### src/rtl/aes_column_mix.sv
// Purpose : AES MixColumns (en_de=1) / InvMixColumns (en_de=0) over a 128-bit state, one column per clock.
// Latency : 4 cycles from the accepting start edge to the ready_out pulse; next start accepted one cycle later.
// Backpres: none; start_in is ignored while busy, and the result is held in data_out until the next completion.
//
// Ports:
//   clk       rising-edge clock
//   rst_n     asynchronous active-low reset (clears all state and outputs)
//   data_in   AES state, row-major: byte(r,c) = data_in[127-8*(4r+c) -: 8]
//   start_in  start request, sampled on the rising edge while idle
//   en_de     1 = forward MixColumns, 0 = InvMixColumns (captured with data_in)
//   data_out  transformed state, same byte layout, updated only at completion
//   ready_out one-cycle pulse coincident with a new data_out

module aes_column_mix (
  input  logic         clk,
  input  logic         rst_n,
  input  logic [127:0] data_in,
  input  logic         start_in,
  input  logic         en_de,
  output logic [127:0] data_out,
  output logic         ready_out
);

  typedef enum logic {
    IDLE = 1'b0,
    BUSY = 1'b1
  } state_e;

  // One column as {a0, a1, a2, a3}, a0 in the top byte (row 0).
  typedef logic [31:0] col_t;

  // GF(2^8) doubling modulo x^8 + x^4 + x^3 + x + 1.
  function automatic logic [7:0] xtime(input logic [7:0] x);
    return {x[6:0], 1'b0} ^ (x[7] ? 8'h1B : 8'h00);
  endfunction

  // Forward or inverse matrix applied to a single column. All constant
  // multipliers are derived from the x2/x4/x8 chain so only three xtime
  // stages per byte are needed regardless of mode.
  function automatic col_t mix_column(input col_t col, input logic fwd);
    logic [7:0] a  [4];
    logic [7:0] m2 [4];
    logic [7:0] m3 [4];
    logic [7:0] m9 [4];
    logic [7:0] mb [4];
    logic [7:0] md [4];
    logic [7:0] me [4];
    logic [7:0] x4;
    logic [7:0] x8;
    col_t       res;
    for (int i = 0; i < 4; i++) begin
      a[i]  = col[31-8*i -: 8];
      m2[i] = xtime(a[i]);
      x4    = xtime(m2[i]);
      x8    = xtime(x4);
      m3[i] = m2[i] ^ a[i];
      m9[i] = x8 ^ a[i];
      mb[i] = x8 ^ m2[i] ^ a[i];
      md[i] = x8 ^ x4 ^ a[i];
      me[i] = x8 ^ x4 ^ m2[i];
    end
    if (fwd) begin
      res[31:24] = m2[0] ^ m3[1] ^ a[2]  ^ a[3];
      res[23:16] = a[0]  ^ m2[1] ^ m3[2] ^ a[3];
      res[15:8]  = a[0]  ^ a[1]  ^ m2[2] ^ m3[3];
      res[7:0]   = m3[0] ^ a[1]  ^ a[2]  ^ m2[3];
    end else begin
      res[31:24] = me[0] ^ mb[1] ^ md[2] ^ m9[3];
      res[23:16] = m9[0] ^ me[1] ^ mb[2] ^ md[3];
      res[15:8]  = md[0] ^ m9[1] ^ me[2] ^ mb[3];
      res[7:0]   = mb[0] ^ md[1] ^ m9[2] ^ me[3];
    end
    return res;
  endfunction

  state_e       state_q;
  state_e       state_d;
  logic [1:0]   col_q;
  logic [127:0] blk_q;    // state captured at the start edge
  logic         mode_q;   // en_de captured at the start edge
  logic [127:0] work_q;   // columns finished so far

  logic         capture;
  logic         step;
  logic         finish;

  col_t         cols [4];
  col_t         col_in;
  col_t         col_out;
  logic [127:0] merged;

  // ---------------------------------------------------------------
  // FSM: state register
  // ---------------------------------------------------------------
  always_ff @(posedge clk or negedge rst_n) begin
    if (!rst_n) begin
      state_q <= IDLE;
    end else begin
      state_q <= state_d;
    end
  end

  // ---------------------------------------------------------------
  // FSM: next state
  // ---------------------------------------------------------------
  always_comb begin
    state_d = state_q;
    case (state_q)
      IDLE:    if (start_in)      state_d = BUSY;
      BUSY:    if (col_q == 2'd3) state_d = IDLE;
      default:                    state_d = IDLE;
    endcase
  end

  // ---------------------------------------------------------------
  // FSM: control outputs
  // ---------------------------------------------------------------
  always_comb begin
    capture = 1'b0;
    step    = 1'b0;
    finish  = 1'b0;
    case (state_q)
      IDLE: capture = start_in;
      BUSY: begin
        step   = 1'b1;
        finish = (col_q == 2'd3);
      end
      default: ;
    endcase
  end

  // ---------------------------------------------------------------
  // Datapath: column gather, transform, scatter
  // ---------------------------------------------------------------
  // Regroup the row-major captured state into columns using constant
  // indices only, so the active column is a plain 4:1 select.
  always_comb begin
    for (int c = 0; c < 4; c++) begin
      cols[c] = '0;
      for (int r = 0; r < 4; r++) begin
        cols[c][31-8*r -: 8] = blk_q[127-8*(4*r+c) -: 8];
      end
    end
  end

  assign col_in  = cols[col_q];
  assign col_out = mix_column(col_in, mode_q);

  // Working register with the current column replaced by the fresh result.
  // On the final column this is the complete output block, which avoids a
  // separate assembly step and keeps data_out free of partial results.
  always_comb begin
    merged = work_q;
    for (int c = 0; c < 4; c++) begin
      if (c == int'(col_q)) begin
        for (int r = 0; r < 4; r++) begin
          merged[127-8*(4*r+c) -: 8] = col_out[31-8*r -: 8];
        end
      end
    end
  end

  always_ff @(posedge clk or negedge rst_n) begin
    if (!rst_n) begin
      col_q     <= 2'd0;
      blk_q     <= '0;
      mode_q    <= 1'b0;
      work_q    <= '0;
      data_out  <= '0;
      ready_out <= 1'b0;
    end else begin
      ready_out <= finish;
      if (capture) begin
        blk_q  <= data_in;
        mode_q <= en_de;
        col_q  <= 2'd0;
      end
      if (step) begin
        work_q <= merged;
        col_q  <= col_q + 2'd1;   // wraps to 0 after the last column
      end
      if (finish) begin
        data_out <= merged;
      end
    end
  end

endmodule

### config.mk
export PLATFORM = sky130hd
export DESIGN_NAME = aes_column_mix
export DESIGN_NICKNAME = d
export VERILOG_FILES = /design/src/rtl/aes_column_mix.sv
export SDC_FILE = /design/constraint.sdc
export NUM_CORES = 1
export LEC_CHECK = 0
export CAP_MARGIN = 20
export CORE_UTILIZATION = 38
export CTS_BUF_LIST = sky130_fd_sc_hd__clkbuf_8
export DETAILED_ROUTE_END_ITERATION = 6
export DONT_BUFFER_PORTS = 1
export GPL_TIMING_DRIVEN = 0
export RECOVER_POWER = 50
export SLEW_MARGIN = 20
export SYNTH_ARGS = -nofsm -noshare
export SYNTH_HDL_FRONTEND = slang
export SYNTH_SLANG_ARGS = --single-unit
### constraint.sdc
create_clock -name clk -period 4.4 [get_ports clk]
set_clock_uncertainty 0.2 [all_clocks]
set_input_delay 0.44 -clock clk [delete_from_list [all_inputs] [get_ports clk]]
set_output_delay 0.44 -clock clk [all_outputs]
set_load 0.1 [all_outputs]
# After elaboration in Yosys (flattened, before gate mapping)
# Cells that the tools add are included.
dict set report totals {
  input_bits 132
  wordCells 121
  reg_bits 389
}
dict set report classes {
  eq_ne 4
  muxes 40
  add_sub_neg 1
  n_bitwise 66
  n_reduce_logical 2
  order_cmp 1
}
# op n
set op_table {}
lappend op_table {{bitwise XOR 8 bit} 52}
lappend op_table {{two-way mux 8 bit} 16}
lappend op_table {{two-way mux 32 bit} 3}
lappend op_table {{bitwise XOR 8 x 5 -> 8 bit} 12}
lappend op_table {{binary-select mux 32 bit (select 2 bit)} 1}
lappend op_table {{two-way mux 5 bit} 12}
lappend op_table {{two-way mux 1 bit} 5}
lappend op_table {{== test 2 bit, first input constant} 2}
lappend op_table {{two-way mux 2 bit} 2}
lappend op_table {{>= comparator 3 bit, second input constant} 1}
lappend op_table {{NOT 2 -> 3 bit} 1}
lappend op_table {{adder 2 x 1 -> 2 bit, second input constant} 1}
lappend op_table {{== test 1 x 2 -> 1 bit, first input constant} 1}
lappend op_table {{== test 2 bit, second input constant} 1}
lappend op_table {{logical NOT 2 bit} 1}
lappend op_table {{one-hot mux 1 bit (2 select lines)} 1}
lappend op_table {{nonzero test 2 bit} 1}
lappend op_table {{NOT 1 bit} 1}

# Logic depth before layout (Yosys ltp)
dict set report depth {
  depth_word 17
  ltp_mapped 13
  mapped_depth_nobuf 8
}

# Worst setup path after synthesis
# No wires, ideal clock.
dict set report synth_path {
  path_type {register -> register}
  start {register col_q[0]}
  end {register data_out[50]}
  period_less_slack_ns 3.470
  required_ns 4.075
  setup_ns 0.125
  arrival_ns 3.145
  path_slack_ns 0.930
  path_stages_with_launch 14
  cell_sequence {dfrtp_1 > buf_6 > buf_12 > buf_12 > buf_12 > mux4_2 > buf_4 > xnor2_2 > xnor2_1 > xnor3_1 > xnor2_1 > mux2i_1 > a21oi_1 > mux2_2}
}
dict set report synth_via {
  elab_chain_len 15
  word_cells_on_any_way 43
  classes_between {eq/ne (2); mux (14); bitwise (27)}
}
# element line_no
set synth_rtl {}
lappend synth_rtl {{start, declared} 78} ;# logic [1:0] col_q;
lappend synth_rtl {{start signal, assigned} 180} ;# col_q <= col_q + 2'd1;
lappend synth_rtl {{NOT 2 -> 3 bit (not written as such)} 146} ;# assign col_in = cols[col_q];
lappend synth_rtl {{binary-select mux 32 bit (select 2 bit)} 146}
lappend synth_rtl {{two-way mux 32 bit (not written as such) (2 in a row)} 146}
lappend synth_rtl {{two-way mux 5 bit / bitwise XOR 8 x 5 -> 8 bit (equally long branches)} 34} ;# return {x[6:0], 1'b0} ^ (x[7] ? 8'h1B : 8'h00);
lappend synth_rtl {{bitwise XOR 8 x 5 -> 8 bit / two-way mux 5 bit (equally long branches)} 34}
lappend synth_rtl {{bitwise XOR 8 x 5 -> 8 bit (2 in a row)} 34}
lappend synth_rtl {{bitwise XOR 8 bit (2 in a row)} 59} ;# md[i] = x8 ^ x4 ^ a[i];
lappend synth_rtl {{bitwise XOR 8 bit (3 in a row)} 70} ;# res[15:8] = md[0] ^ m9[1] ^ me[2] ^ mb[3];
lappend synth_rtl {{two-way mux 32 bit} 62} ;# if (fwd) begin
lappend synth_rtl {{two-way mux 8 bit} 155} ;# if (c == int'(col_q)) begin
lappend synth_rtl {{end signal, assigned} 183} ;# data_out <= merged;
lappend synth_rtl {{end, declared} 20} ;# output logic [127:0] data_out,
# Parallel ways exist; a longest one is shown, timed or not. The select of a mux whose other input is x is not followed.
# A chain may end at the register's enable or synchronous reset.

# Worst setup path after layout
dict set report layout_path {
  start {register col_q[1]}
  end {register data_out[9]}
}
dict set report layout_via {
  elab_chain_len 15
  word_cells_on_any_way 46
  classes_between {eq/ne (2); mux (17); bitwise (27)}
}
# element line_no
set layout_rtl {}
lappend layout_rtl {{NOT 2 -> 3 bit (not written as such)} 146}
lappend layout_rtl {{binary-select mux 32 bit (select 2 bit)} 146}
lappend layout_rtl {{two-way mux 32 bit (not written as such) (2 in a row)} 146}
lappend layout_rtl {{bitwise XOR 8 x 5 -> 8 bit} 34}
lappend layout_rtl {{two-way mux 5 bit / bitwise XOR 8 x 5 -> 8 bit (equally long branches)} 34}
lappend layout_rtl {{bitwise XOR 8 x 5 -> 8 bit / two-way mux 5 bit (equally long branches)} 34}
lappend layout_rtl {{bitwise XOR 8 x 5 -> 8 bit} 34}
lappend layout_rtl {{bitwise XOR 8 bit, on equally long branches (2 in a row)} {58, 59}}
lappend layout_rtl {{bitwise XOR 8 bit (3 in a row)} 71} ;# res[7:0] = mb[0] ^ md[1] ^ m9[2] ^ me[3];
lappend layout_rtl {{two-way mux 32 bit} 62}
lappend layout_rtl {{two-way mux 8 bit} 155}
# Parallel ways exist; a longest one is shown, timed or not. The select of a mux whose other input is x is not followed.

==> flow_summary_export.csv <==
group,metric,value,unit
drt,drt_wl_total,54.6,mm
setup_path,critPathLaunchType,"flip-flop",
global_route,grt_pass1_vias,13000,
floorplan,dieWidth,219,µm
yosys,synth_cell_type_count,49,
cts,root_buffer,"clkbuf_8",
sta,max_freq,233,MHz
yosys,synthMuxAreaShare,13.4,%
yosys,synth.yosys.seq_area_share,50.0,%
yosys,synth_nets,1638,
yosys,synth_top_family_by_area,"XOR/XNOR gates",
setup_path,cp_max_fo,10,
drt,vias_per_cell,5.31,
finish,drive_gt1_share,19.6,%
floorplan,start_util,38.5,%
yosys,synth_compound_area_share,10.9,%
sta,finalHoldViolCount,357,
yosys,synth_adder_area_share,0.280,%
drt,drt_iter0_markers,905,
floorplan,ios,261,
floorplan,dieHeight,219,µm
sta,rsz0062_at_grt,"false",
sta,slew_headroom,25.9,%
cts,ctsHtreeMaxLevel,2,
placement,port_buffers,0,
finish,n_fill_cell,4303,
global_route,grt_max_degree,358,
setup_path,criticalPathCategory,"flip-flop to flip-flop",
yosys,synth_cells,1502,
yosys,synth_xor_area_share,14.9,%
drt,antenna_left,0,
sta,setup_viol,0,
yosys,yosysWarnings,0,
drt,drcViolationCount,0,
cts,clkSinkCount,357,
yosys,yosysTopAreaCell,"dfrtp_1",
outcome,status,"complete, but fails checks",
floorplan,coreArea,0.0465,mm²
sta,tightest_slew,1080,ps
cts,clkTransAtPathRegs,60,ps
sta,slew_violations,0,
sta,hold-worst-slack,-715,ps
cts,hold_buffers,130,
cts,clockBufferDepth,3,
yosys,netlist_area,0.0179,mm²
floorplan,die_area,0.0479,mm²
drt,firstDrtPassIters,5,
yosys,synthSimpleGateAreaFrac,7.12,%
drt,wire_per_inst,23.2,µm
sta,min_period,4290,ps
flow_run,maxCapViolations,0,
floorplan,rows,79,
global_route,grt_use_total,23.1,%
cts,clock_latency,650,ps
outcome,violations,"hold timing",
cts,cts_tree,"done",
yosys,ys_seq_elements,357,
setup_path,worst_setup_path_end_kind,"flip-flop",
setup_path,cp.arrival,4630,ps
global_route,grt_pass1_wl,82.6,mm
global_route,antenna_found_initial,0,
placement,dp_hpwl,39.1,mm
drt,num_vias,12500,
placement,globalplace.congestion,0.891,
cts,numCtsBuffers,60,
finish,num_antenna_cells,0,
sta,post-route-period-util,97.4,%
yosys,yosys.area.top_type_share,50.0,%
finish,fin_nets,1831,
finish,syn_to_final_growth,19.3,%
setup_path,cp_data_required_time,4740,ps
global_route,grt_overflow,0,
yosys,postSynthAreaPerCell,11.9,µm²
yosys,synth.area.top_cells,"dfrtp_1 50%, mux2_2 8.5%, xnor2_1 5.1%",
hold_path,holdCritPathClass,"input port to asynchronous set/reset pin",
==> flip-flops by register name, summed over array words and instances, names as in the netlist <==
| name | flops |
|---|---|
| ready_out | 1 |
| blk_q | 128 |
| mode_q | 1 |
| state_q | 1 |
| col_q | 2 |
| work_q | 96 |
| data_out | 128 |
==> cells in the final DEF, fill, tap and decap left out, types with 45 or more instances in the layout <==
cell type	synthesis	layout
clkbuf_1	87	90
xor2_1	49	45
xnor2_1	104	97
clkbuf_8	0	81
nor2_1	149	149
dfrtp_1	357	357
nand2_1	55	55
a21oi_1	152	152
dlygate4sd3_1	0	130
o21ai_0	56	56
mux2_2	135	135
==> timing repair <==
item	in CTS	in global routing
pin swaps	0	2
endpoints found under the hold margin	488	357
cloned	0	0
resized for setup	2	14
endpoints found under the setup margin	8	54
buffers inserted	0	1
==> logic make-up (layout without fill, tap and decap cells) <==
| kind of cell | after synthesis | count (layout) |
|---|---|---|
| flops | 357 | 357 |
| compound gates | 335 | 335 |
| simple gates | 277 | 277 |
| xor+xnor | 218 | 218 |
| mux | 178 | 178 |
| buf+inv | 133 | 374 |
| fa+ha+maj | 4 | 4 |
==> synthesized netlist by cell type, drive strengths merged <==
cell	instances
o21a	14
dfrtp	357
buf	30
inv	13
nand2	55
and2	9
mux2	135
nand3	6
nand4	6
mux4	32
nor2	152
a221o	3
o31ai	1
clkbuf	89
o21ai	81
xor2	56
mux2i	11
clkinv	1
o221ai	3
or3	3
a211oi	33
nor3b	42
xnor2	134
ha	4
xor3	5
a21oi	153
o22ai	6
nor2b	4
xnor3	23
a21o	41
==> per-layer routing <==
layer	wire (µm)	global-route usage, %	vias up
li1	-	-	5612
met1	22400	29.3	6358
met2	27000	38.8	439
met3	3820	5.36	75
met4	1380	7.31	0
met5	0	0	-
==> path summary, 6_finish.rpt <==
path | startpoint | to | slack [ps] | cells after the start
max in group asynchronous | rst_n | state_q | 4250 | 0
hold / removal | rst_n | data_out[77] | -720 | 0
setup / recovery | col_q[1] | data_out[9] | 110 | 12
min in group clk | data_in[15] | blk_q[15] | 280 | 2
hold reg to reg | blk_q[97] | blk_q[97] | 300 | 1
setup reg to reg | col_q[1] | data_out[9] | 110 | 12
==> worst max-delay path: stages (launching register included) <==
cell and delay (ps):
dfrtp_1 390, clkbuf_2 320, buf_4 290, buf_4 260
mux4_1 340, buf_4 220, xor3_2 500, xnor3_1 420
xor2_1 180, o21ai_1 110, xnor2_2 490, a21oi_1 250
a21o_1 200
==> area by class of cell <==
cell class	instances	area (µm²)	area share (%)
inverters	14	52.6	0.246
clock buffers	81	1110	5.22
repair buffers	131	1310	6.13
clock inverters	29	170	0.798
plain buffers	119	566	2.65
multi-input cells	1012	8430	39.5
well taps	607	759	3.56
flip-flops and latches	357	8930	41.9
==> through the flow <==
stage          TNS (ps)  util (%)  instances  instance area (µm²)  worst slack [ps]
6_report              0      45.9       2350                21300               114
4_1_cts               0      45.7       2349                21200              12.0
5_1_grt               0      45.9       2350                21300              3.16
3_3_place_gp      -1250      40.1       2109                18600              -184
3_5_place_dp       -853      40.1       2109                18600              -154
2_1_floorplan         0         -       1502                17900               930
Power is not shown: default switching activity piles up to over one toggle a cycle in this logic, so the estimate is an artifact.
